[config.mk]
export PLATFORM = sky130hd
export DESIGN_NAME = noc_control_module_lut_cmd_gen_flat
export DESIGN_NICKNAME = d
export VERILOG_FILES = /design/src/rtl/dii_package.sv /design/src/rtl/noc_control_pkg.sv /design/src/rtl/noc_control_module_lut_cmd_gen_if.sv /design/src/rtl/noc_control_cmd_fifo.sv /design/src/rtl/noc_control_module_lut_cmd_gen.sv /design/src/flat_wrapper.sv
export SDC_FILE = /design/constraint.sdc
export NUM_CORES = 1
export LEC_CHECK = 0
export ABC_AREA = 1
export BUFFER_PORTS_ARGS = -buffer_cell sky130_fd_sc_hd__buf_2
export CORE_MARGIN = 3
export CORE_UTILIZATION = 51
export CTS_CLUSTER_DIAMETER = 60
export DETAILED_ROUTE_END_ITERATION = 16
export HOLD_SLACK_MARGIN = 0.02
export PLACE_DENSITY = 0.75
export SYNTH_ARGS = -nofsm -noshare
export SYNTH_HDL_FRONTEND = slang
export SYNTH_SLANG_ARGS = --single-unit
export TNS_END_PERCENT = 30
[constraint.sdc]
create_clock -name clk -period 1.8 [get_ports clk]
set_input_delay 0.09 -clock clk [delete_from_list [all_inputs] [get_ports clk]]
set_output_delay 0.09 -clock clk [all_outputs]
set_load 0.01 [all_outputs]
[src/rtl/dii_package.sv]
// Debug-interconnect flit type shared by every block that drives or sinks
// command flits.
package dii_package;

  typedef struct packed {
    logic        valid;
    logic        last;
    logic [15:0] data;
  } dii_flit;

endpackage

[src/rtl/noc_control_pkg.sv]
// Command-flit field layout, queued-command record and FSM encoding shared by
// the command generator and the command decoder.
package noc_control_pkg;

  localparam int SEL_LSB     = 0;
  localparam int SEL_W       = 4;
  localparam int DATA_LSB    = 4;
  localparam int DATA_W      = 4;
  localparam int SLOT_LSB    = 8;
  localparam int SLOT_W      = 8;
  localparam int NI_SEL_BIT  = 15;
  localparam int LINK_EN_BIT = 14;
  localparam int NODE_LSB    = 0;
  localparam int NODE_W      = 14;

  // Fields are stored at their full flit width so the FIFO never depends on
  // mesh or port-count parameters.
  typedef struct packed {
    logic              ni_sel;
    logic              link_en;
    logic [NODE_W-1:0] node;
    logic [SEL_W-1:0]  sel;
    logic [DATA_W-1:0] data;
    logic [SLOT_W-1:0] slot;
  } cmd_t;

  typedef enum logic [1:0] {
    IDLE   = 2'd0,
    FIRST  = 2'd1,
    SECOND = 2'd2
  } state_t;

  function automatic logic [15:0] first_flit_data(input cmd_t c);
    logic [15:0] d;
    d = '0;
    d[SEL_LSB +: SEL_W]   = c.sel;
    d[DATA_LSB +: DATA_W] = c.data;
    d[SLOT_LSB +: SLOT_W] = c.slot;
    return d;
  endfunction

  function automatic logic [15:0] second_flit_data(input cmd_t c);
    logic [15:0] d;
    d = '0;
    d[NI_SEL_BIT]         = c.ni_sel;
    d[LINK_EN_BIT]        = c.link_en;
    d[NODE_LSB +: NODE_W] = c.node;
    return d;
  endfunction

endpackage

[src/rtl/noc_control_module_lut_cmd_gen_if.sv]
// Request handshake plus outgoing flit stream of the LUT command generator.
// The master side issues requests and sinks flits; the slave side is the generator.
interface noc_control_module_lut_cmd_gen_if #(
  parameter int NODE_W = 4,
  parameter int SEL_W  = 3,
  parameter int DATA_W = 3,
  parameter int SLOT_W = 3
);

  logic                    req_valid;
  logic                    req_ready;
  logic [NODE_W-1:0]       req_node;
  logic                    req_ni_sel;
  logic                    req_link_en;
  logic [SEL_W-1:0]        req_sel;
  logic [DATA_W-1:0]       req_data;
  logic [SLOT_W-1:0]       req_slot;
  dii_package::dii_flit    flit_out;
  logic                    flit_out_ready;

  modport master (
    output req_valid, req_node, req_ni_sel, req_link_en,
           req_sel, req_data, req_slot, flit_out_ready,
    input  req_ready, flit_out
  );

  modport slave (
    input  req_valid, req_node, req_ni_sel, req_link_en,
           req_sel, req_data, req_slot, flit_out_ready,
    output req_ready, flit_out
  );

endinterface

[src/rtl/noc_control_cmd_fifo.sv]
// Synchronous command FIFO; the head entry is visible combinationally so the
// flit stream can be formed without an extra read cycle.
module noc_control_cmd_fifo
  import noc_control_pkg::*;
#(
  parameter int DEPTH = 4,
  localparam int AW = $clog2(DEPTH),
  localparam int CW = AW + 1
) (
  input  logic          clk,
  input  logic          rst,
  input  logic          push,
  input  cmd_t          wr_cmd,
  input  logic          pop,
  output cmd_t          rd_cmd,
  output logic          full,
  output logic          empty,
  output logic [CW-1:0] count
);

  cmd_t          mem [DEPTH];
  logic [AW-1:0] wr_ptr_reg;
  logic [AW-1:0] rd_ptr_reg;
  logic [CW-1:0] count_reg;
  logic          do_push;
  logic          do_pop;

  assign do_push = push && !full;
  assign do_pop  = pop && !empty;

  always_ff @(posedge clk or posedge rst) begin
    if (rst) begin
      wr_ptr_reg <= '0;
      rd_ptr_reg <= '0;
      count_reg  <= '0;
    end else begin
      if (do_push) wr_ptr_reg <= wr_ptr_reg + AW'(1);
      if (do_pop)  rd_ptr_reg <= rd_ptr_reg + AW'(1);
      count_reg <= count_reg + CW'(do_push) - CW'(do_pop);
    end
  end

  // Storage carries no reset; only the pointers define validity.
  always_ff @(posedge clk) begin
    if (do_push) mem[wr_ptr_reg] <= wr_cmd;
  end

  assign rd_cmd = mem[rd_ptr_reg];
  assign full   = (count_reg == CW'(DEPTH));
  assign empty  = (count_reg == '0);
  assign count  = count_reg;

endmodule

[src/rtl/noc_control_module_lut_cmd_gen.sv]
// Queues router/NI slot-table and link-enable commands and serialises each
// one into a two-flit command on the debug interconnect.
module noc_control_module_lut_cmd_gen
  import noc_control_pkg::*;
#(
  parameter int X          = 3,
  parameter int Y          = 3,
  parameter int LUT_SIZE   = 8,
  parameter int MAX_PORTS  = 6,
  parameter int FIFO_DEPTH = 4
) (
  input  logic                             clk,
  input  logic                             rst,
  noc_control_module_lut_cmd_gen_if.slave  bus,
  output logic                             busy,
  output logic [15:0]                      cmd_count
);

  localparam int NODES   = X * Y;
  localparam int NODE_IW = $clog2(NODES);
  localparam int SEL_IW  = $clog2(MAX_PORTS);
  localparam int DATA_IW = $clog2(MAX_PORTS + 1);
  localparam int SLOT_IW = $clog2(LUT_SIZE);
  localparam int CW      = $clog2(FIFO_DEPTH) + 1;

  state_t        state_reg;
  state_t        state_next;
  logic          ready_en_reg;
  logic [15:0]   cmd_count_reg;
  cmd_t          wr_cmd;
  cmd_t          head_cmd;
  logic          fifo_full;
  logic          fifo_empty;
  logic [CW-1:0] fifo_count;
  logic          push;
  logic          pop;
  logic          flit_fire;
  logic          more_after_pop;

  always_comb begin
    wr_cmd         = '0;
    wr_cmd.node    = NODE_W'(bus.req_node[NODE_IW-1:0]);
    wr_cmd.sel     = SEL_W'(bus.req_sel[SEL_IW-1:0]);
    wr_cmd.data    = DATA_W'(bus.req_data[DATA_IW-1:0]);
    wr_cmd.slot    = SLOT_W'(bus.req_slot[SLOT_IW-1:0]);
    wr_cmd.ni_sel  = bus.req_ni_sel;
    wr_cmd.link_en = bus.req_link_en;
  end

  // req_ready stays low through reset and rises on the first edge after it.
  assign bus.req_ready  = ready_en_reg && !fifo_full;
  assign push           = bus.req_valid && bus.req_ready;
  assign flit_fire      = bus.flit_out.valid && bus.flit_out_ready;
  assign pop            = (state_reg == SECOND) && flit_fire;
  assign more_after_pop = (fifo_count > CW'(1)) || push;
  assign busy           = !fifo_empty || (state_reg != IDLE);
  assign cmd_count      = cmd_count_reg;

  noc_control_cmd_fifo #(
    .DEPTH (FIFO_DEPTH)
  ) u_cmd_fifo (
    .clk    (clk),
    .rst    (rst),
    .push   (push),
    .wr_cmd (wr_cmd),
    .pop    (pop),
    .rd_cmd (head_cmd),
    .full   (fifo_full),
    .empty  (fifo_empty),
    .count  (fifo_count)
  );

  always_ff @(posedge clk or posedge rst) begin
    if (rst) begin
      state_reg <= IDLE;
    end else begin
      state_reg <= state_next;
    end
  end

  always_ff @(posedge clk or posedge rst) begin
    if (rst) begin
      ready_en_reg  <= 1'b0;
      cmd_count_reg <= '0;
    end else begin
      ready_en_reg <= 1'b1;
      if (pop) cmd_count_reg <= cmd_count_reg + 16'd1;
    end
  end

  always_comb begin
    state_next = state_reg;
    case (state_reg)
      IDLE:    if (!fifo_empty) state_next = FIRST;
      FIRST:   if (flit_fire) state_next = SECOND;
      SECOND:  if (flit_fire) state_next = more_after_pop ? FIRST : IDLE;
      default: state_next = IDLE;
    endcase
  end

  // The head entry is only popped after its second flit, so both flits are
  // derived from a stable source and hold while backpressured.
  always_comb begin
    bus.flit_out = '0;
    case (state_reg)
      FIRST: begin
        bus.flit_out.valid = 1'b1;
        bus.flit_out.last  = 1'b0;
        bus.flit_out.data  = first_flit_data(head_cmd);
      end
      SECOND: begin
        bus.flit_out.valid = 1'b1;
        bus.flit_out.last  = 1'b1;
        bus.flit_out.data  = second_flit_data(head_cmd);
      end
      default: bus.flit_out = '0;
    endcase
  end

endmodule

[src/flat_wrapper.sv]
// flat-port wrapper written by rule: the top's interface ports become plain ports
module noc_control_module_lut_cmd_gen_flat import noc_control_pkg::*;
#(
  parameter int X          = 3,
  parameter int Y          = 3,
  parameter int LUT_SIZE   = 8,
  parameter int MAX_PORTS  = 6,
  parameter int FIFO_DEPTH = 4
)
  (clk, rst, busy, cmd_count, bus_req_valid, bus_req_node, bus_req_ni_sel, bus_req_link_en, bus_req_sel, bus_req_data, bus_req_slot, bus_flit_out_ready, bus_req_ready, bus_flit_out);
  noc_control_module_lut_cmd_gen_if #(.NODE_W(4), .SEL_W(3), .DATA_W(3), .SLOT_W(3)) bus_i ();
  input  logic clk;
  input  logic rst;
  output logic busy;
  output logic [15:0] cmd_count;
  input wire logic [$bits(bus_i.req_valid)-1:0] bus_req_valid;
  input wire logic [$bits(bus_i.req_node)-1:0] bus_req_node;
  input wire logic [$bits(bus_i.req_ni_sel)-1:0] bus_req_ni_sel;
  input wire logic [$bits(bus_i.req_link_en)-1:0] bus_req_link_en;
  input wire logic [$bits(bus_i.req_sel)-1:0] bus_req_sel;
  input wire logic [$bits(bus_i.req_data)-1:0] bus_req_data;
  input wire logic [$bits(bus_i.req_slot)-1:0] bus_req_slot;
  input wire logic [$bits(bus_i.flit_out_ready)-1:0] bus_flit_out_ready;
  output wire logic [$bits(bus_i.req_ready)-1:0] bus_req_ready;
  output wire logic [$bits(bus_i.flit_out)-1:0] bus_flit_out;
  assign bus_i.req_valid = bus_req_valid;
  assign bus_i.req_node = bus_req_node;
  assign bus_i.req_ni_sel = bus_req_ni_sel;
  assign bus_i.req_link_en = bus_req_link_en;
  assign bus_i.req_sel = bus_req_sel;
  assign bus_i.req_data = bus_req_data;
  assign bus_i.req_slot = bus_req_slot;
  assign bus_i.flit_out_ready = bus_flit_out_ready;
  assign bus_req_ready = bus_i.req_ready;
  assign bus_flit_out = bus_i.flit_out;
  noc_control_module_lut_cmd_gen #(.X(X), .Y(Y), .LUT_SIZE(LUT_SIZE), .MAX_PORTS(MAX_PORTS), .FIFO_DEPTH(FIFO_DEPTH)) u_core (.clk(clk), .rst(rst), .bus(bus_i), .busy(busy), .cmd_count(cmd_count));
endmodule
==> impl_metrics.ini <==
[run_status]
outcome = finished clean

[timing]
timing.final.ws_setup_ns = 0.0426
setup_viol = 0
maxSlewViolCount = 0
period_minus_slack_ns = 1.76
hold_slack_ns = 0.0899
hold_viol = 0
fmax_mhz = 569
finalClockSkew_ns = 0.0136
fin_setup_tns_ns = 0
rsz0062_at_grt = yes
final.period_utilization = 0.976

[yosys]
synth_area_per_cell_um2 = 11.1
synth_edf_count = 60
ys_ff_latch = 86
synth_top_area_cell = edfxtp_1
synth-async-reset-ratio = 0.302
synth_ff_type = edfxtp_1
synth_cells = 345
netlist_area_mm2 = 0.00382
yosysMostFrequentCell = nor2_1
synth_top_cell_area_share = 0.472
synth_seq_area_share = 0.642
yosys-top-cells-area = edfxtp_1 (47%), dfrtp_1 (17%), nor2_1 (6.2%)
yosys_warnings = 0
ys_types = 28
yosys-top-cells-count = nor2_1 (63), edfxtp_1 (60), nand2_1 (48)

[floorplan]
fp.dieW_um = 92.5
dieArea_mm2 = 0.00856
fp.coreArea_mm2 = 0.00702
rows = 30
start_util = 0.544
io_pins = 55
fp.dieH_um = 92.5

[detailed_routing]
detail_route.first_pass.iterations = 5
wire_per_inst_um = 14.6
drc = 0
vias = 2697
wl_um = 7880
viasPerCell = 4.99
first_iter_violations = 136
antenna_left = 0

[clocking]
htree_levels = 3
clk_path_buf_depth = 2
cts_buffers = 9
cts.sinks = 86
path_clk_slew_ns = 0.08
root_buffer = clkbuf_8
clk_latency_ns = 0.35
cts_tree = done

[power]
p_leak_nw = 2.14
power_density_mw_per_mm2 = 1420
peakVddDrop_mv = 0.850

[critical_path]
cp-end-kind = primary output
worstPathMaxFanout = 6
cp-endpoint = bus_flit_out[8]
r2r_start = u_core.u_cmd_fifo.count[0]$_DFF_PP0_
crit_start = u_core.state_reg[1]$_DFFE_PP0P_
start_kind = register
rrSetupSlack_ns = 0.06
worstSetupPathType = reg -> out
crit_required_ns = 1.71
critPathArrivalTime_ns = 1.67
r2r-end = u_core.u_cmd_fifo.count[1]$_DFF_PP0_
ff2ff_path_depth = 6

[place]
post_dp_cell_area_mm2 = 0.00430
post-dp-hpwl_um = 5050
io_buffers = 50
dp_slack_ns = -0.0229
finalWeightedCongestion = 0.751

[final_layout]
largest_reg_flops = 60
nets = 472
syn_to_final_growth_pct = 27.9
stdcell_area_mm2 = 0.00489
n_antenna_cell = 0
final_util = 0.696
drive_gt1_frac = 0.285

[min_path]
holdCritPathClass = in -> reg

[grt]
grt_max_degree = 27
grt_pass1_vias = 2587
grt_antenna_before_repair = 0
grt.overflow.total = 0
grt_pass1_wl_um = 12500
grtUsageTotal = 0.190

[run]
cap_viol_max_count = 0
stage by stage:
step / power [mW] / cells
after detailed placement: 4.92 / 501
after global placement: 4.84 / 501
after global routing: 7.42 / 541
after floorplan: 4.12 / 348
final: 6.95 / 541
after CTS: 6.68 / 537
worst max-delay path: stages, from the launching register on:
cell and delay, ns:
dfrtp_1 0.41, buf_6 0.14, inv_6 0.04, ha_4 0.30, nand2_4 0.06, buf_6 0.13, a21oi_2 0.09, buf_2 0.14
cell families (layout without fill, tap and decap cells):
family / Yosys count / count (layout) / synth area share
and+or+nand+nor: 139 / 139 / 0.166
DFF: 86 / 86 / 0.642
AOI/OAI and AO/OA: 50 / 50 / 0.0685
buffers and inverters: 43 / 140 / 0.0472
adders and majority gates: 13 / 13 / 0.0445
xor gates and xnor gates: 12 / 12 / 0.0295
other: 2 / 5 / 0.00197
power by group:
part	internal, mW	switching, mW	leakage (nW)
logic	1.16	1.61	1.15
registers	2.43	0.194	0.873
clock network	0.916	0.638	0.115
worst min path at each step:
stage / startpoint / endpoint / slack (ns) / cells after the start
after floorplan: rst / u_core.cmd_count[0]$_DFFE_PP0P_ / 0.13 / 1
after global placement: rst / u_core.cmd_count[15]$_DFFE_PP0P_ / 0.16 / 3
after detailed placement: rst / u_core.cmd_count[13]$_DFFE_PP0P_ / 0.18 / 3
after CTS: bus_flit_out_ready / u_core.cmd_count[1]$_DFFE_PP0P_ / 0.08 / 5
after global routing: bus_flit_out_ready / u_core.cmd_count[1]$_DFFE_PP0P_ / 0.12 / 5
final: bus_flit_out_ready / u_core.cmd_count[1]$_DFFE_PP0P_ / 0.09 / 5
layout by cell type, fill, tap and decap left out, types with 2 or more instances in the layout:
| cell | count |
|---|---|
| a21oi_2 | 8 |
| a21oi_1 | 3 |
| conb_1 | 5 |
| inv_1 | 24 |
| nand2_4 | 6 |
| clkbuf_1 | 2 |
| o22ai_1 | 5 |
| ha_1 | 8 |
| buf_2 | 50 |
| dlygate4sd3_1 | 16 |
| nand2_1 | 43 |
| nand3_1 | 12 |
| nor2_1 | 62 |
| clkbuf_8 | 9 |
| nand4_1 | 2 |
| nor2_4 | 4 |
| buf_6 | 3 |
| ha_4 | 4 |
| xnor2_1 | 5 |
| nand3b_1 | 3 |
| dfrtp_1 | 26 |
| o21ai_0 | 32 |
| inv_4 | 2 |
| xor2_1 | 5 |
| nor3_1 | 2 |
| bufinv_16 | 3 |
| inv_2 | 3 |
| edfxtp_1 | 60 |
| buf_4 | 25 |
timing repair:
action | CTS | global route
hold buffers | 16 | 0
pin swaps | 1 | 8
buffers inserted | 4 | 4
hold endpoints to repair | 86 | 0
resized for setup | 10 | 26
endpoints found under the setup margin | 14 | 14
cell type report:
cell class,count,area [um^2]
repair buffers,94,632
clock buffers,11,131
clock inverters,5,98.8
inverters,30,123
well taps,96,120
multi-input cells,219,1330
fillers,517,2130
flip-flops and latches,86,2450
metal layers:
metal  GRT usage  up-vias  wire (um)
met1       0.242     1300       3390
met5           0        -          0
li1            -     1330          -
met3      0.0325       11        297
met2       0.325       56       4080
met4      0.0681        0        116
(Power assumes the default switching activity.)
